$ cat src/rtl/pc_seq_pkg.sv
// Shared types and address helpers for the program-counter sequencer.
package pc_seq_pkg;

    typedef enum logic [1:0] {
        IDLE   = 2'd0,
        RUN    = 2'd1,
        HALTED = 2'd2
    } pc_state_t;

    // Clear the sub-line bits so the PC always points at a line start.
    function automatic int align_addr(input int addr, input int unsigned step);
        return addr & ~int'(step - 32'd1);
    endfunction

    // Single add/subtract of the address-space size to fold a target back in range.
    function automatic int wrap_addr(input int target, input int unsigned max_count);
        int m;
        m = int'(max_count);
        if (target < 0) begin
            return target + m;
        end else if (target >= m) begin
            return target - m;
        end
        return target;
    endfunction

endpackage

$ cat src/rtl/pc_sequencer_if.sv
// Control/status bundle between line fetch logic (master) and the PC sequencer (slave).
interface pc_sequencer_if #(
    parameter int unsigned NUMBER_LINES = 256,
    parameter int unsigned STEP         = 4
);
    localparam int unsigned ADDR_W = $clog2(NUMBER_LINES * STEP);
    localparam int unsigned LINE_W = $clog2(NUMBER_LINES);

    logic              start;
    logic              halt;
    logic              en;
    logic              hold;
    logic              load;
    logic [ADDR_W-1:0] load_addr;
    logic              branch;
    logic [ADDR_W:0]   offset;
    logic [ADDR_W-1:0] pc;
    logic [LINE_W-1:0] line;
    logic              running;
    logic              wrap;
    logic              done;
    logic              fault;

    modport master (
        output start, halt, en, hold, load, load_addr, branch, offset,
        input  pc, line, running, wrap, done, fault
    );

    modport slave (
        input  start, halt, en, hold, load, load_addr, branch, offset,
        output pc, line, running, wrap, done, fault
    );
endinterface

$ cat src/rtl/pc_target_calc.sv
// Combinational next-PC selection: run-time priority mux, signed branch add,
// alignment and range correction with an out-of-range flag.
module pc_target_calc
    import pc_seq_pkg::*;
#(
    parameter  int unsigned NUMBER_LINES = 256,
    parameter  int unsigned STEP         = 4,
    localparam int unsigned MAX_COUNT    = NUMBER_LINES * STEP,
    localparam int unsigned ADDR_W       = $clog2(MAX_COUNT)
) (
    input  logic              hold,
    input  logic              halt,
    input  logic              load,
    input  logic              branch,
    input  logic              en,
    input  logic [ADDR_W-1:0] pc,
    input  logic [ADDR_W-1:0] load_addr,
    input  logic [ADDR_W:0]   offset,
    output logic [ADDR_W-1:0] next_pc_c,
    output logic              jump_c,
    output logic              step_c,
    output logic              last_line_c,
    output logic              out_of_range_c
);
    localparam int unsigned EXT_W = ADDR_W + 2;

    logic signed [EXT_W-1:0] branch_sum;
    logic signed [EXT_W-1:0] raw_target;
    int                      aligned;
    int                      folded;

    always_comb begin
        jump_c         = !hold && !halt && (load || branch);
        step_c         = !hold && !halt && !load && !branch && en;
        last_line_c    = (pc == ADDR_W'(MAX_COUNT - STEP));
        // Two guard bits keep both negative and past-the-end sums representable.
        branch_sum     = $signed({2'b00, pc}) + $signed({offset[ADDR_W], offset});
        raw_target     = load ? $signed({2'b00, load_addr}) : branch_sum;
        aligned        = align_addr(32'(raw_target), STEP);
        folded         = wrap_addr(aligned, MAX_COUNT);
        out_of_range_c = jump_c && (folded != aligned);
        next_pc_c      = pc;
        if (jump_c) begin
            next_pc_c = ADDR_W'(folded);
        end else if (step_c) begin
            next_pc_c = last_line_c ? '0 : pc + ADDR_W'(STEP);
        end
    end
endmodule

$ cat src/rtl/pc_sequencer.sv
// Program-counter sequencer with IDLE/RUN/HALTED run control.
// Optional bounds checking on load/branch targets: define PC_BOUNDS_CHECK_EN.
module pc_sequencer
    import pc_seq_pkg::*;
#(
    parameter int unsigned NUMBER_LINES = 256,
    parameter int unsigned STEP         = 4,
    parameter int unsigned WRAP         = 1
) (
    input logic            clk,
    input logic            rst,
    pc_sequencer_if.slave  bus
);
    localparam int unsigned ADDR_W = $clog2(NUMBER_LINES * STEP);
    localparam int unsigned LINE_W = $clog2(NUMBER_LINES);
    localparam int unsigned SHIFT  = $clog2(STEP);

    pc_state_t         state_q;
    logic [ADDR_W-1:0] pc_q;
    logic              running_q;
    logic              wrap_q;
    logic              done_q;

    logic [ADDR_W-1:0] next_pc_c;
    logic              jump_c;
    logic              step_c;
    logic              last_line_c;
    logic              out_of_range_c;

    pc_target_calc #(
        .NUMBER_LINES (NUMBER_LINES),
        .STEP         (STEP)
    ) u_target_calc (
        .hold           (bus.hold),
        .halt           (bus.halt),
        .load           (bus.load),
        .branch         (bus.branch),
        .en             (bus.en),
        .pc             (pc_q),
        .load_addr      (bus.load_addr),
        .offset         (bus.offset),
        .next_pc_c      (next_pc_c),
        .jump_c         (jump_c),
        .step_c         (step_c),
        .last_line_c    (last_line_c),
        .out_of_range_c (out_of_range_c)
    );

`ifdef PC_BOUNDS_CHECK_EN
    localparam bit BOUNDS_CHECK = 1'b1;
    logic fault_q;

    // Sticky fault: set by a rejected jump, cleared only by a new run or reset.
    always_ff @(posedge clk or posedge rst) begin
        if (rst) begin
            fault_q <= 1'b0;
        end else if (state_q != RUN && bus.start) begin
            fault_q <= 1'b0;
        end else if (state_q == RUN && jump_c && out_of_range_c) begin
            fault_q <= 1'b1;
        end
    end
    assign bus.fault = fault_q;
`else
    localparam bit BOUNDS_CHECK = 1'b0;
    assign bus.fault = 1'b0;
`endif

    // Run-control FSM and PC register; pulses default low every cycle.
    always_ff @(posedge clk or posedge rst) begin
        if (rst) begin
            state_q   <= IDLE;
            pc_q      <= '0;
            running_q <= 1'b0;
            wrap_q    <= 1'b0;
            done_q    <= 1'b0;
        end else begin
            wrap_q <= 1'b0;
            done_q <= 1'b0;
            case (state_q)
                IDLE, HALTED: begin
                    if (bus.start) begin
                        state_q   <= RUN;
                        running_q <= 1'b1;
                        pc_q      <= '0;
                    end
                end
                RUN: begin
                    if (bus.hold) begin
                        state_q <= RUN;
                    end else if (bus.halt) begin
                        state_q   <= HALTED;
                        running_q <= 1'b0;
                        done_q    <= 1'b1;
                    end else if (jump_c) begin
                        if (BOUNDS_CHECK && out_of_range_c) begin
                            state_q   <= HALTED;
                            running_q <= 1'b0;
                            done_q    <= 1'b1;
                        end else begin
                            pc_q <= next_pc_c;
                        end
                    end else if (step_c) begin
                        // Without wrapping, stepping off the last line ends the program.
                        if (last_line_c && WRAP == 0) begin
                            state_q   <= HALTED;
                            running_q <= 1'b0;
                            done_q    <= 1'b1;
                        end else begin
                            pc_q   <= next_pc_c;
                            wrap_q <= last_line_c;
                        end
                    end
                end
                default: begin
                    state_q   <= IDLE;
                    running_q <= 1'b0;
                end
            endcase
        end
    end

    assign bus.pc      = pc_q;
    assign bus.line    = LINE_W'(pc_q >> SHIFT);
    assign bus.running = running_q;
    assign bus.wrap    = wrap_q;
    assign bus.done    = done_q;
endmodule

$ cat src/flat_wrapper.sv
// flat-port wrapper written by rule: the top's interface ports become plain ports
module pc_sequencer_flat import pc_seq_pkg::*;
#(
    parameter int unsigned NUMBER_LINES = 256,
    parameter int unsigned STEP         = 4,
    parameter int unsigned WRAP         = 1
)
  (clk, rst, bus_start, bus_halt, bus_en, bus_hold, bus_load, bus_load_addr, bus_branch, bus_offset, bus_pc, bus_line, bus_running, bus_wrap, bus_done, bus_fault);
  pc_sequencer_if #(.NUMBER_LINES(NUMBER_LINES), .STEP(STEP)) bus_i ();
  input logic clk;
  input logic rst;
  input wire logic [$bits(bus_i.start)-1:0] bus_start;
  input wire logic [$bits(bus_i.halt)-1:0] bus_halt;
  input wire logic [$bits(bus_i.en)-1:0] bus_en;
  input wire logic [$bits(bus_i.hold)-1:0] bus_hold;
  input wire logic [$bits(bus_i.load)-1:0] bus_load;
  input wire logic [$bits(bus_i.load_addr)-1:0] bus_load_addr;
  input wire logic [$bits(bus_i.branch)-1:0] bus_branch;
  input wire logic [$bits(bus_i.offset)-1:0] bus_offset;
  output wire logic [$bits(bus_i.pc)-1:0] bus_pc;
  output wire logic [$bits(bus_i.line)-1:0] bus_line;
  output wire logic [$bits(bus_i.running)-1:0] bus_running;
  output wire logic [$bits(bus_i.wrap)-1:0] bus_wrap;
  output wire logic [$bits(bus_i.done)-1:0] bus_done;
  output wire logic [$bits(bus_i.fault)-1:0] bus_fault;
  assign bus_i.start = bus_start;
  assign bus_i.halt = bus_halt;
  assign bus_i.en = bus_en;
  assign bus_i.hold = bus_hold;
  assign bus_i.load = bus_load;
  assign bus_i.load_addr = bus_load_addr;
  assign bus_i.branch = bus_branch;
  assign bus_i.offset = bus_offset;
  assign bus_pc = bus_i.pc;
  assign bus_line = bus_i.line;
  assign bus_running = bus_i.running;
  assign bus_wrap = bus_i.wrap;
  assign bus_done = bus_i.done;
  assign bus_fault = bus_i.fault;
  pc_sequencer #(.NUMBER_LINES(NUMBER_LINES), .STEP(STEP), .WRAP(WRAP)) u_core (.clk(clk), .rst(rst), .bus(bus_i));
endmodule
$ cat config.mk
export PLATFORM = sky130hd
export DESIGN_NAME = pc_sequencer_flat
export DESIGN_NICKNAME = d
export VERILOG_FILES = /design/src/rtl/pc_seq_pkg.sv /design/src/rtl/pc_sequencer_if.sv /design/src/rtl/pc_target_calc.sv /design/src/rtl/pc_sequencer.sv /design/src/flat_wrapper.sv
export SDC_FILE = /design/constraint.sdc
export NUM_CORES = 1
export LEC_CHECK = 0
export ABC_AREA = 1
export BUFFER_PORTS_ARGS = -buffer_cell sky130_fd_sc_hd__clkbuf_2
export CORE_AREA = 2 2 55 57
export CTS_BUF_LIST = sky130_fd_sc_hd__clkbuf_8
export CTS_CLUSTER_SIZE = 8
export DETAILED_ROUTE_END_ITERATION = 16
export DIE_AREA = 0 0 57 59
export PLACE_DENSITY = 0.79
export SLEW_MARGIN = 10
export SYNTH_ARGS = -nofsm -noshare
export SYNTH_HDL_FRONTEND = slang
export SYNTH_SLANG_ARGS = --single-unit
$ cat constraint.sdc
create_clock -name clk -period 4.2 [get_ports clk]
set_clock_uncertainty 0.2 [all_clocks]
set_input_delay 0.84 -clock clk [delete_from_list [all_inputs] [get_ports clk]]
set_output_delay 0.84 -clock clk [all_outputs]
set_load 0.005 [all_outputs]
==> summary.txt <==
Synth
  • Syn Inst Count: 209
  • EDFF count, synth: 0
  • FF+latch count, synth: 13
  • YS warnings: 0
  • Seq/Total Area, Yosys: 24.5%
  • Mapped Area: 1330 um2
  • Ys async rst share: 100%
  • Mean Syn Cell Area: 6.36 um2
  • Netlist cell types: 26
  • Synth top area share: 24.5%
  • Post-synth top area cell: dfrtp_1
  • Top_reg_cell synth: dfrtp_1
  • Synth area leaders: dfrtp_1, nand2_1, ha_1

Clock network
  • Clock Latency Late Sink: between 0.2 and 0.25 ns
  • Total CTS buffers: 3
  • Clk root buf: clkbuf_8
  • CTS H-Tree Depth: 1
  • Clk slew on worst S/H paths: roughly 0.060 ns
  • CTS Hold Bufs: 0
  • Post_cts resized: 0
  • TritonCTS Sinks: 13
  • Clk buf depth: 2
  • Postcts setup bufs: 0
  • CTS tree: built

Timing
  • TNS Setup: 0 ns
  • Fmax achieved: 465 MHz
  • Final Hold Fails: 0
  • Unrepaired setup endpoints after global routing: false
  • Actual slew at the worst max-slew pin: 0.513 ns
  • Setup-failing EPs final: 0
  • Worst slew margin: 65.8%
  • Final Max Tran Viols: 0
  • Final worst path period need: about 2.1 ns
  • Final period utilization: 51.2%

Routing
  • Post-DR wirelength/cell: 11.2 um
  • Drc violations: 0
  • Iteration-0 DRC Markers: ~50
  • Aggregate routed wire length: 3080 um
  • Avg Vias per Cell: 5.12
  • DR vias: 1403
  • Drt pass-1 iters: 4
  • Antenna violation net count after detailed routing: 0

Setup path
  • Critical path startpoint category: input pin
  • Crit path arrival time: 2.08 ns
  • Required @ worst endpoint: 4.13 ns
  • Kind of critical path: input pin to flop
  • CP Max Fanout: 17
  • CP startpoint: bus_load
  • Critical Path Sink Type: flop
  • Worst R2R Start: u_core.bus.pc[4]

Global routing
  • Pin count of the biggest net entering global routing: 18
  • Initial antenna violation count: 0
  • Total track usage: between 15 and 20%
  • Number of global-route vias before repair: 1250
  • Grt ovf: 0
  • First-pass GRT wire length: between 5000 and 6000 um

Layout
  • NumNets Final: about 280
  • Antenna diodes: 0
  • Area growth from synthesis to layout: 14.8%
  • Share of cells above drive strength 1: 23.5%

Pwr
  • Maximum vdd ir drop: roughly 0.41 mV
  • Leak: approximately 0.9 nW
  • PwrDens: around 540 nW/um2
  • Tot Pwr: 826 uW

Floorplanning
  • Starting Density: 49.1%
  • Row count: 19
  • Die Area: 3360 um2
  • Die width: approximately 57 um
  • Io pins: 51
  • Chip height: 59 um
  • Core Area: 2710 um2

Placed design
  • DP Wirelength: 2410 um
  • PortBufs: 42
  • GP Congestion: ~0.85

Flow run
  • Max cap viols: 0

Min path
  • Worst hold start: u_core.bus.running
  • Hold Path Class: flop to flop

Status
  • Status: finished, final reports clean
Yosys cell counts (2+ instances only):
| cell type | n |
|---|---|
| nand4_1 | 4 |
| nand2_2 | 3 |
| nand3_1 | 22 |
| nor2_1 | 9 |
| o21ai_0 | 5 |
| nor2_2 | 2 |
| dfrtp_1 | 13 |
| or2_2 | 2 |
| nor2_4 | 2 |
| a21oi_1 | 13 |
| ha_1 | 10 |
| inv_1 | 28 |
| buf_4 | 12 |
| nand2_1 | 72 |
cell type report:
| class | instances | area, um2 |
|---|---|---|
| Fill cell | 279 | 1180 |
| Timing Repair Buffer | 42 | 210 |
| Multi-Input combinational cell | 156 | 801 |
| Sequential cell | 13 | 325 |
| Clock inverter | 1 | 5.00 |
| Inverter | 28 | 105 |
| Clock buffer | 3 | 41.3 |
| Tap cell | 31 | 38.8 |
cells in the final DEF, fill, tap and decap left out:
cell type  count
nor2_1         9
nor2_2         2
a22oi_1        1
o21ai_0        5
clkbuf_2      42
nand2_1       72
clkbuf_8       3
inv_1         28
xnor2_1        1
clkinv_2       1
o22ai_1        1
nand4_1        4
nor4_1         1
o21ai_2        1
nand3_2        1
or2_2          2
a21oi_1       13
nand3_1       22
ha_1          10
o31ai_1        1
conb_1         3
dfrtp_1       13
nand2_2        3
or2_1          1
o21bai_1       1
nor2_4         2
worst paths after layout:
kind	end	slack, ns	cells after the start
max	u_core.bus.pc[2]	2.05	8
min	u_core.bus.running	0.28	2
max reg2reg	u_core.bus.pc[6]	2.28	9
min reg2reg	u_core.bus.running	0.28	2
max in group asynchronous	u_core.bus.done	3.06	2
min in group asynchronous	u_core.bus.pc[8]	0.40	2
power breakdown:
part           switching [mW]  total (mW)  internal (mW)
Clock                  0.0487       0.114         0.0656
Sequential             0.0781       0.247          0.169
Combinational           0.269       0.465          0.196
Total                   0.395       0.826          0.430
metal layers:
metal / wire [um] / track usage (%)
met1: 1350 / 24.0
met2: 1520 / 37.6
met3: 210 / 4.59
met4: 0 / 0.664
met5: 0 / 0
worst max-delay path, stage by stage:
cell and delay (ns):
clkbuf_2 0.18, or2_1 0.27, nand2_2 0.27, nand3_2 0.14, nand2_2 0.17, inv_1 0.07
nand2_1 0.07, nand2_1 0.06
flip-flops by register name, summed over array words and instances (netlist names):
| name | count |
|---|---|
| u_core.bus.wrap | 1 |
| u_core.bus.running | 1 |
| u_core.bus.done | 1 |
| u_core.bus.pc | 8 |
| u_core.state_q | 2 |
kinds of logic (layout without fill, tap and decap cells):
family	count (synthesis)	after routing	share of synthesized area, %
and+or+nand+nor	119	119	39.7
buffers and inverters	42	74	15.9
AOI/OAI and AO/OA	23	23	9.60
DFF	13	13	24.5
adders and majority gates	10	10	9.41
other	1	3	0.282
xor gates and xnor gates	1	1	0.659
metrics by stage:
| stage | utilization, % | hold WS [ns] | cells | worst slack [ns] | cell area (um2) |
|---|---|---|---|---|---|
| after floorplan | - | 0.264 | 211 | 2.13 | 1340 |
| after global placement | 54.6 | 0.269 | 270 | 1.82 | 1480 |
| after detailed placement | 54.6 | 0.269 | 270 | 1.80 | 1480 |
| after CTS | 56.3 | 0.283 | 274 | 2.06 | 1530 |
| after global routing | 56.3 | 0.322 | 274 | 1.95 | 1530 |
| final | 56.3 | 0.278 | 274 | 2.05 | 1530 |
Note: power is estimated with default switching activity, not from simulation.
